**src/rtl/cpu_cpu_nios2_oci_dct_packer.sv**
```systemverilog
// -----------------------------------------------------------------------------
// cpu_cpu_nios2_oci_dct_packer
//
// Direct-compressed-trace packer. Two-bit trace codes from the CPU are shifted
// into a 30-bit accumulation buffer (15 codes, newest in [1:0]). A completed
// or flushed buffer is moved into a one-entry frame register that drains to
// the trace FIFO over a valid/ready handshake. When the frame register stays
// occupied and the buffer is full, further codes are dropped and counted.
//
// Ports
//   clk_i          system clock, rising edge
//   rst_ni         asynchronous active-low reset
//   trc_on_i       trace enable; a falling edge requests a flush
//   dct_valid_i    a code is offered this cycle
//   dct_code_i     2-bit trace code
//   flush_i        single-cycle request to emit a partial buffer
//   dct_buffer_o   live accumulation buffer
//   dct_count_o    codes currently held in the buffer (0..15)
//   frame_valid_o  frame register holds a frame
//   frame_data_o   frame contents
//   frame_count_o  valid codes in frame_data_o (1..15)
//   frame_ready_i  consumer takes the frame when frame_valid_o is high
//   overflow_o     sticky: at least one code was dropped
//   drop_cnt_o     saturating count of dropped codes
// -----------------------------------------------------------------------------
module cpu_cpu_nios2_oci_dct_packer #(
   parameter int unsigned ENTRIES = 15,
   parameter int unsigned DROP_W  = 8
) (
   input  logic                  clk_i,
   input  logic                  rst_ni,
   input  logic                  trc_on_i,
   input  logic                  dct_valid_i,
   input  logic [1:0]            dct_code_i,
   input  logic                  flush_i,
   output logic [2*ENTRIES-1:0]  dct_buffer_o,
   output logic [3:0]            dct_count_o,
   output logic                  frame_valid_o,
   output logic [2*ENTRIES-1:0]  frame_data_o,
   output logic [3:0]            frame_count_o,
   input  logic                  frame_ready_i,
   output logic                  overflow_o,
   output logic [DROP_W-1:0]     drop_cnt_o
);

   localparam int unsigned BufW    = 2 * ENTRIES;
   localparam logic [3:0]  FullCnt = 4'(ENTRIES);

   logic [BufW-1:0]   buf_q, buf_d;
   logic [3:0]        cnt_q, cnt_d;
   logic              pend_q, pend_d;
   logic              trc_on_q;
   logic              frame_valid_q, frame_valid_d;
   logic [BufW-1:0]   frame_data_q, frame_data_d;
   logic [3:0]        frame_count_q, frame_count_d;
   logic              overflow_q, overflow_d;
   logic [DROP_W-1:0] drop_q, drop_d;

   logic              acc;
   logic              frame_free;
   logic              flush_req;
   logic              want_flush;
   logic              load;
   logic [BufW-1:0]   ld_data;
   logic [3:0]        ld_cnt;
   logic [BufW-1:0]   shifted;
   logic [BufW-1:0]   nxt_buf;
   logic [3:0]        nxt_cnt;

   assign acc        = dct_valid_i & trc_on_i;
   // Free once any handshake in this cycle has been taken into account.
   assign frame_free = ~frame_valid_q | frame_ready_i;
   assign flush_req  = flush_i | (trc_on_q & ~trc_on_i);
   assign want_flush = pend_q | flush_req;
   assign shifted    = {buf_q[BufW-3:0], dct_code_i};

   always_comb begin
      buf_d      = buf_q;
      cnt_d      = cnt_q;
      pend_d     = pend_q;
      overflow_d = overflow_q;
      drop_d     = drop_q;
      load       = 1'b0;
      ld_data    = '0;
      ld_cnt     = '0;
      nxt_buf    = buf_q;
      nxt_cnt    = cnt_q;

      if (cnt_q == FullCnt) begin
         if (frame_free) begin
            // FULL drain; a code arriving now starts the next buffer.
            load    = 1'b1;
            ld_data = buf_q;
            ld_cnt  = FullCnt;
            if (acc) begin
               buf_d = {{(BufW-2){1'b0}}, dct_code_i};
               cnt_d = 4'd1;
            end else begin
               buf_d = '0;
               cnt_d = 4'd0;
            end
            // The drained frame already serviced any older request; only a
            // request arriving with the new code stays pending for it.
            pend_d = acc & flush_req;
         end else begin
            pend_d = 1'b0;
            if (acc) begin
               overflow_d = 1'b1;
               if (drop_q != {DROP_W{1'b1}}) begin
                  drop_d = drop_q + DROP_W'(1);
               end
            end
         end
      end else begin
         // Append first, then decide whether the result must be emitted.
         nxt_buf = acc ? shifted : buf_q;
         nxt_cnt = cnt_q + {3'b000, acc};
         if ((nxt_cnt == FullCnt) || (want_flush && (nxt_cnt != 4'd0))) begin
            if (frame_free) begin
               load    = 1'b1;
               ld_data = nxt_buf;
               ld_cnt  = nxt_cnt;
               buf_d   = '0;
               cnt_d   = 4'd0;
               pend_d  = 1'b0;
            end else begin
               buf_d  = nxt_buf;
               cnt_d  = nxt_cnt;
               // A buffer that reaches FULL is drained unconditionally.
               pend_d = want_flush & (nxt_cnt != FullCnt);
            end
         end else begin
            buf_d  = nxt_buf;
            cnt_d  = nxt_cnt;
            pend_d = 1'b0;
         end
      end

      frame_valid_d = load | (frame_valid_q & ~frame_ready_i);
      frame_data_d  = load ? ld_data : frame_data_q;
      frame_count_d = load ? ld_cnt : frame_count_q;
   end

   always_ff @(posedge clk_i or negedge rst_ni) begin
      if (!rst_ni) begin
         buf_q         <= '0;
         cnt_q         <= '0;
         pend_q        <= 1'b0;
         trc_on_q      <= 1'b0;
         frame_valid_q <= 1'b0;
         frame_data_q  <= '0;
         frame_count_q <= '0;
         overflow_q    <= 1'b0;
         drop_q        <= '0;
      end else begin
         buf_q         <= buf_d;
         cnt_q         <= cnt_d;
         pend_q        <= pend_d;
         trc_on_q      <= trc_on_i;
         frame_valid_q <= frame_valid_d;
         frame_data_q  <= frame_data_d;
         frame_count_q <= frame_count_d;
         overflow_q    <= overflow_d;
         drop_q        <= drop_d;
      end
   end

   assign dct_buffer_o  = buf_q;
   assign dct_count_o   = cnt_q;
   assign frame_valid_o = frame_valid_q;
   assign frame_data_o  = frame_data_q;
   assign frame_count_o = frame_count_q;
   assign overflow_o    = overflow_q;
   assign drop_cnt_o    = drop_q;

endmodule
```
**config.mk**
```make
export PLATFORM = sky130hd
export DESIGN_NAME = cpu_cpu_nios2_oci_dct_packer
export DESIGN_NICKNAME = d
export VERILOG_FILES = /design/src/rtl/cpu_cpu_nios2_oci_dct_packer.sv
export SDC_FILE = /design/constraint.sdc
export NUM_CORES = 1
export LEC_CHECK = 0
export CAP_MARGIN = 10
export CORE_MARGIN = 5
export CORE_UTILIZATION = 57
export CTS_BUF_LIST = sky130_fd_sc_hd__clkbuf_8
export DETAILED_ROUTE_END_ITERATION = 6
export PLACE_DENSITY = 0.89
export SKIP_CTS_REPAIR_TIMING = 1
export SYNTH_ARGS = -nofsm -noshare
export SYNTH_HDL_FRONTEND = slang
export SYNTH_SLANG_ARGS = --single-unit
```
**constraint.sdc**
```tcl
create_clock -name clk_i -period 5.56 [get_ports clk_i]
set_input_delay 1.39 -clock clk_i [delete_from_list [all_inputs] [get_ports clk_i]]
set_output_delay 1.39 -clock clk_i [all_outputs]
set_load 0.1 [all_outputs]
```
==> results of run 1 <==
## sequential cells by signal, summed over array words and instances (netlist names)
| signal | flops |
|---|---|
| frame_count_o | 4 |
| dct_buffer_o | 30 |
| overflow_o | 1 |
| drop_cnt_o | 8 |
| dct_count_o | 4 |
| frame_data_o | 30 |
| trc_on_q | 1 |
| frame_valid_o | 1 |
| pend_q | 1 |
## synth_stat cells, types with 2 or more instances
library cell and number:
dfrtp_1 80, a21oi_1 29, nand3_1 4, nor3_1 3
nor2b_1 4, nand2_1 63, a211oi_1 3, o41ai_1 2
buf_2 3, xnor2_1 6, o21ai_0 4, buf_6 9
nand4_1 7, xor2_1 3, and3_1 30, or3_1 3
mux2i_1 2, a221o_1 28, mux2_2 4, ha_1 3
a22oi_1 3, nand2b_1 3, nor2_1 8, inv_1 9
a22o_1 28, clkbuf_1 20
## cell type report
cell class | count | area, um^2 | area share [%]
multi-input combinational | 265 | 1790 | 35.5
sequential | 80 | 2000 | 39.8
tap | 96 | 120 | 2.39
inverter | 10 | 37.5 | 0.747
clock inverter | 6 | 42.5 | 0.846
timing repair buffer | 92 | 901 | 17.9
clock buffer | 10 | 138 | 2.74
## cells in the final DEF (no fill, tap or decap), drive strengths merged, types with 4 or more instances in the layout
| cell type | synthesis | layout |
|---|---|---|
| dfrtp | 80 | 80 |
| nor2 | 9 | 9 |
| and3 | 30 | 30 |
| clkbuf | 20 | 10 |
| buf | 12 | 8 |
| inv | 9 | 12 |
| xnor2 | 6 | 6 |
| a211oi | 5 | 5 |
| a21oi | 29 | 29 |
| nand2 | 63 | 63 |
| a22o | 28 | 28 |
| a221o | 28 | 28 |
| clkdlybuf4s50 | 0 | 84 |
| nand4 | 7 | 7 |
| nand3 | 4 | 4 |
| mux2 | 4 | 4 |
| nor2b | 4 | 4 |
| o21ai | 4 | 4 |
## per-stage QoR
| step | instance area, um^2 | hold slack [ns] |
|---|---|---|
| 6_report | 5030 | 0.461 |
| 5_1_grt | 5030 | 0.512 |
| 4_1_cts | 5030 | 0.463 |
| 3_5_place_dp | 4850 | 0.447 |
| 3_3_place_gp | 4850 | 0.439 |
| 2_1_floorplan | 4010 | 0.706 |
## cell families (layout without fill, tap and decap cells)
group                      after synthesis  in the layout  share of synthesized area, %
muxes                                    6              6                          1.62
DFF                                     80             80                          49.9
buffers and inverters                   42            118                          5.71
AOI/OAI and AO/OA                      112            112                          23.0
adders and majority gates                3              3                         0.936
and+or+nand+nor                        135            135                          16.9
xor gates and xnor gates                 9              9                          1.96
## worst paths after layout
| path | cells past startpoint | from | endpoint |
|---|---|---|---|
| setup / recovery | 11 | trc_on_i | frame_data_o[5] |
| min in group asynchronous | 1 | rst_ni | drop_cnt_o[4] |
| max in group asynchronous | 1 | rst_ni | pend_q |
| hold reg to reg | 1 | overflow_o | overflow_o |
| hold / removal | 1 | overflow_o | overflow_o |
| setup reg to reg | 8 | dct_count_o[0] | frame_data_o[5] |
## worst max-delay path: stages
cell	delay [ns]
clkdlybuf4s50_1	0.44
nand2_1	0.11
clkinv_1	0.09
ha_1	0.23
ha_1	0.30
nor3_1	0.21
a41oi_1	0.07
and2_1	0.23
o41ai_4	0.49
buf_4	0.41
a221o_1	0.22
## routing by layer
metal / GRT usage [%] / vias up
met1: 35.3 / 1711
met2: 37.1 / 162
met4: 8.18 / 0
met5: 0 / -
li1: - / 1581
met3: 4.57 / 21
## power groups by stage
stage | combinational (W) | clock (W) | sequential (W)
finish | 0.00101 | 0.000397 | 0.000713
global route | 0.00105 | 0.000435 | 0.000722
CTS | 0.00101 | 0.000405 | 0.000710
detailed placement | 0.00101 | 0 | 0.000719
global placement | 0.000994 | 0 | 0.000719
floorplan | 0.000330 | 0 | 0.00118
==> run summary, run 1 <==
status -> completed
WL final -> 10500 um
final core utilization -> 73.6%
top-area cell type share of the netlist area -> 49.9%
Hold Vio Cnt, Final -> 0
part of the power in the clock network -> 18.7%
via count of the first global-routing pass -> 3249
CTS tree -> built
TritonCTS Sinks -> 80
placed cells -> 543
final setup margin -> 1.63 ns
nature of the critical path endpoint -> flop
Sw Share -> 50.0%
Place WS -> 1.32 ns
Power, Total -> 0.00212 W
r2r setup slk -> 2.83 ns
FILL cells -> 493
# IOs -> 86
yosys warns -> 0
clk root buf -> clkbuf_8
final setup fails -> 0
total track usage -> 24.4%
GP Congestion -> 0.853
max_cap viols -> 0
combinational share of power -> 47.7%
Final Non-Filler Cells -> 559
Worst Tran Pin Value -> 1.00 ns
Seq pwr share -> 33.6%
Met1 Wirelength -> 4510 um
Hold Crit Class -> flop to flop
Syn Area/Cell -> 10.4 um^2
Max VDD drop -> 488 uV
Int Pwr -> 0.00106 W
post-synthesis sequential area ratio -> 49.9%
slew margin rel. -> 33.1%
layout cell share with drive strength beyond 1 -> 8.21%
largest net degree at the start of global routing -> 81
RSZ-0062 raised after global routing -> false
leading area contributor after synthesis -> dfrtp_1
met2 WL -> 5000 um
CP Launch Type -> input port
switching power -> 0.00106 W
placed wire-length estimate -> 6490 um
syn nets -> 398
WL per Instance -> 18.7 um
critical path peak fanout -> 28
Slew Viols, Final -> 0
Crit path arrival time -> 4.21 ns
DIE AREA -> 8820 um^2
chip height -> 93.9 um
DR WL met3 -> 759 um
H-tree Lvls -> 3
Setup Skew -> 0.00942 ns
initial detailed-routing violation count -> 379
Die X -> 93.9 um
std cell rows -> 30
post-synthesis cell area -> 4010 um^2
Nets -> 469
main flop type after synthesis -> dfrtp_1
power density over the cells -> 423 nW/um^2
Core ar. -> 6830 um^2
global-route wire length before repair -> 17000 um
cells after synthesis -> 387
clk slew on worst S/H paths -> 0.08 ns
routed vias/inst -> 6.22
port bufs -> 85
Yosys cell types -> 52
fin crit period -> 3.93 ns
leakage dissipation -> 2.27 nW
uppermost layer routed -> met4
EDFF count, synth -> 0
routed via count -> 3475
async set-or-reset flop fraction in the synthesized netlist -> 100%
cts bufs inserted -> 9
fin crit share -> 70.7%
synthesized flop and latch total -> 80
DR pass1 iterations -> 5
top cells by area, synth -> dfrtp_1, a221o_1, a22o_1, nand2_1, and3_1
max frequency -> 254 MHz
clk buf depth -> 2
Worst Setup Path Type -> input port to flop
GRT overflow -> 0
Routed Antenna Nets -> 0
Worst EP required -> 5.84 ns
Final TNS setup -> 0 ns
Area Growth Syn to Fin -> 25.3%
DRC Markers -> 0
Worst-Skew Late Latency -> 0.35 ns
antenna violations before repair -> 0
Starting Density -> 58.7%
# diodes -> 0
Power figures use the tool's default switching activity.
==> inputs of run 2 (changes only) <==
--- a/config.mk
+++ b/config.mk
@@ -7,10 +7,10 @@
 export LEC_CHECK = 0
 export CAP_MARGIN = 10
 export CORE_MARGIN = 5
-export CORE_UTILIZATION = 57
+export CORE_UTILIZATION = 53
 export CTS_BUF_LIST = sky130_fd_sc_hd__clkbuf_8
 export DETAILED_ROUTE_END_ITERATION = 6
-export PLACE_DENSITY = 0.89
+export PLACE_DENSITY = 0.84
 export SKIP_CTS_REPAIR_TIMING = 1
 export SYNTH_ARGS = -nofsm -noshare
 export SYNTH_HDL_FRONTEND = slang
==> constraint.sdc (replaced) <==
create_clock -name clk_i -period 3.8 [get_ports clk_i]
set_input_delay 0.95 -clock clk_i [delete_from_list [all_inputs] [get_ports clk_i]]
set_output_delay 0.95 -clock clk_i [all_outputs]
set_load 0.1 [all_outputs]
==> run summary, run 2 (synthesis gave the netlist of run 1 again) <==
dpl cell area -> 4890 um^2 (was 4850 um^2)
Most common cell on crit path -> ha_1 (unchanged)
initial detailed-routing violation count -> 270 (was 379)
RSZ-0062 raised after global routing -> false (unchanged)
fin crit period -> 3.41 ns
chip height -> 97.0 um (was 93.9 um)
GP Congestion -> 0.862 (was 0.853)
nature of the critical path endpoint -> flop (unchanged)
switching power -> 0.00159 W (was 0.00106 W)
post-route cell area -> 5070 um^2 (was 5030 um^2)
WL per Instance -> 19.1 um (was 18.7 um)
routed vias/inst -> 6.19 (was 6.22)
multi-input logic area -> 1790 um^2 (unchanged)
Reg2Reg Capture Point -> frame_data_o[29] (was frame_data_o[5])
hold_sp -> overflow_o (unchanged)
WL final -> 10900 um (was 10500 um)
H-tree Lvls -> 3 (unchanged)
largest net degree at the start of global routing -> 81 (unchanged)
fin crit share -> 89.6%
Slew Viols, Final -> 0 (unchanged)
power density over the cells -> 624 nW/um^2 (was 423 nW/um^2)
most frequent cells in the layout -> dfrtp_1, clkdlybuf4s50_1, nand2_1 (was clkdlybuf4s50_1, dfrtp_1, nand2_1)
total track usage -> 23.2% (was 24.4%)
Area Growth Syn to Fin -> 26.4% (was 25.3%)
port bufs -> 85 (unchanged)
combinational share of power -> 48.1% (was 47.7%)
placed wire-length estimate -> 6850 um (was 6490 um)
clk root buf -> clkbuf_8 (unchanged)
Worst Setup Path Type -> input port to flop (unchanged)
DR pass1 iterations -> 5 (unchanged)
cells along the critical path -> clkdlybuf4s50_1 > nand2_1 > clkinv_1 > ha_1 > ha_1 > and4b_1 > nor4_1 > a211oi_2 > or2_4 > a221o_1 (was clkdlybuf4s50_1 > nand2_1 > clkinv_1 > ha_1 > ha_1 > nor3_1 > a41oi_1 > and2_1 > o41ai_4 > buf_4 > a221o_1)
Setup Skew -> 0.00887 ns (was 0.00942 ns)
Die X -> 97.0 um (was 93.9 um)
GRT overflow -> 0 (unchanged)
critical path peak fanout -> 30 (was 28)
cts bufs inserted -> 9 (unchanged)
routed via count -> 3510 (was 3475)
antenna violations before repair -> 0 (unchanged)
layout cell share with drive strength beyond 1 -> 10.3% (was 8.21%)
Hold Vio Cnt, Final -> 0 (unchanged)
Hold Crit Class -> flop to flop (unchanged)
Worst Tran Pin Value -> 1.00 ns (about the same)
Worst EP required -> 4.04 ns (was 5.84 ns)
# IOs -> 86 (unchanged)
Reg2Reg Depth -> 7 (was 8)
Largest delay share family, worst path -> simple AND/OR/NAND/NOR gates (was buffers and inverters)
Sw Share -> 50.3% (was 50.0%)
std cell rows -> 31 (was 30)
part of the power in the clock network -> 18.9% (was 18.7%)
max frequency -> 294 MHz
Core ar. -> 7330 um^2 (was 6830 um^2)
Max VDD drop -> 479 uV (was 488 uV)
r2r setup slk -> 1.14 ns (was 2.83 ns)
TritonCTS Sinks -> 80 (unchanged)
clk buf depth -> 2 (unchanged)
Nets -> 474 (was 469)
Crit. Startpoint -> trc_on_i (unchanged)
hold endpoint -> overflow_o (unchanged)
max incr delay on CP -> 0.45 ns (was 0.49 ns)
CP Buf/Inv Count -> 2 (was 3)
final setup fails -> 0 (unchanged)
CTS tree -> built (unchanged)
FF/Latch Area -> 2000 um^2 (unchanged)
Routed Antenna Nets -> 0 (unchanged)
Int Pwr -> 0.00157 W (was 0.00106 W)
FILL cells -> 555 (was 493)
Reg2Reg Launch Point -> dct_count_o[0] (unchanged)
global-route wire length before repair -> 17900 um (was 17000 um)
Worst-Skew Late Latency -> 0.35 ns (about the same)
status -> completed (unchanged)
Critical-path top delay cell -> clkdlybuf4s50_1 (was o41ai_4)
leakage dissipation -> 2.30 nW (was 2.27 nW)
Final TNS setup -> 0 ns (unchanged)
DIE AREA -> 9410 um^2 (was 8820 um^2)
# diodes -> 0 (unchanged)
Crit path arrival time -> 3.65 ns (was 4.21 ns)
clk slew on worst S/H paths -> 0.09 ns (was 0.08 ns)
DRC Markers -> 0 (unchanged)
hold path depth -> 1 (unchanged)
Seq pwr share -> 33.0% (was 33.6%)
Power, Total -> 0.00317 W (was 0.00212 W)
max_cap viols -> 0 (unchanged)
CP Launch Type -> input port (unchanged)
slew margin rel. -> 32.9% (was 33.1%)
via count of the first global-routing pass -> 3529 (was 3249)
Starting Density -> 54.7% (was 58.7%)
[run 2: cell count changes in the layout (fill, tap and decap cells not counted), sizes merged]
cell and delta:
clkbuf -1, clkdlybuf4s50 -4, inv +1, buf +9
[run 2: worst max-delay path by stage]
stage / to / depth (start not counted)
after floorplan: frame_data_o[29] / 11
after global placement: frame_data_o[29] / 9
after detailed placement: frame_data_o[6] / 10
after CTS: frame_data_o[6] / 10
after global routing: frame_data_o[13] / 10
final: frame_data_o[29] / 10
[run 2: power groups by stage]
stage | combinational (W) | sequential, W | clock, W
floorplan | 0.000482 | 0.00173 | 0
global placement | 0.00151 | 0.00105 | 0
detailed placement | 0.00152 | 0.00105 | 0
CTS | 0.00152 | 0.00104 | 0.000606
global route | 0.00159 | 0.00106 | 0.000655
finish | 0.00152 | 0.00104 | 0.000598
[run 2: layout make-up]
class                           instances  share of cell area (%)
Tap cell                               99                    2.44
Sequential cell                        80                    39.5
Clock inverter                          7                    1.18
Clock buffer                            9                    2.44
Inverter                               10                   0.740
Timing Repair Buffer                   97                    18.5
Multi-Input combinational cell        265                    35.2
[run 2: per-layer routing]
layer / GRT usage (%) / part of all wire (%) / vias up
li1: - / - / 1579
met1: 30.5 / 42 / 1754
met2: 36.9 / 50 / 156
met3: 5.32 / 6.7 / 21
met4: 9.94 / 1.7 / 0
met5: 0 / 0 / -
[run 2: through the flow]
step                hold WS [ns]  instances  worst slack (ns)  utilization, %
floorplan                  0.654        387             0.230               -
global placement           0.438        551             0.114            66.7
detailed placement         0.450        551            0.0511            66.7
CTS                        0.469        567             0.421            69.2
global route               0.502        567             0.255            69.2
finish                     0.467        567             0.393            69.2
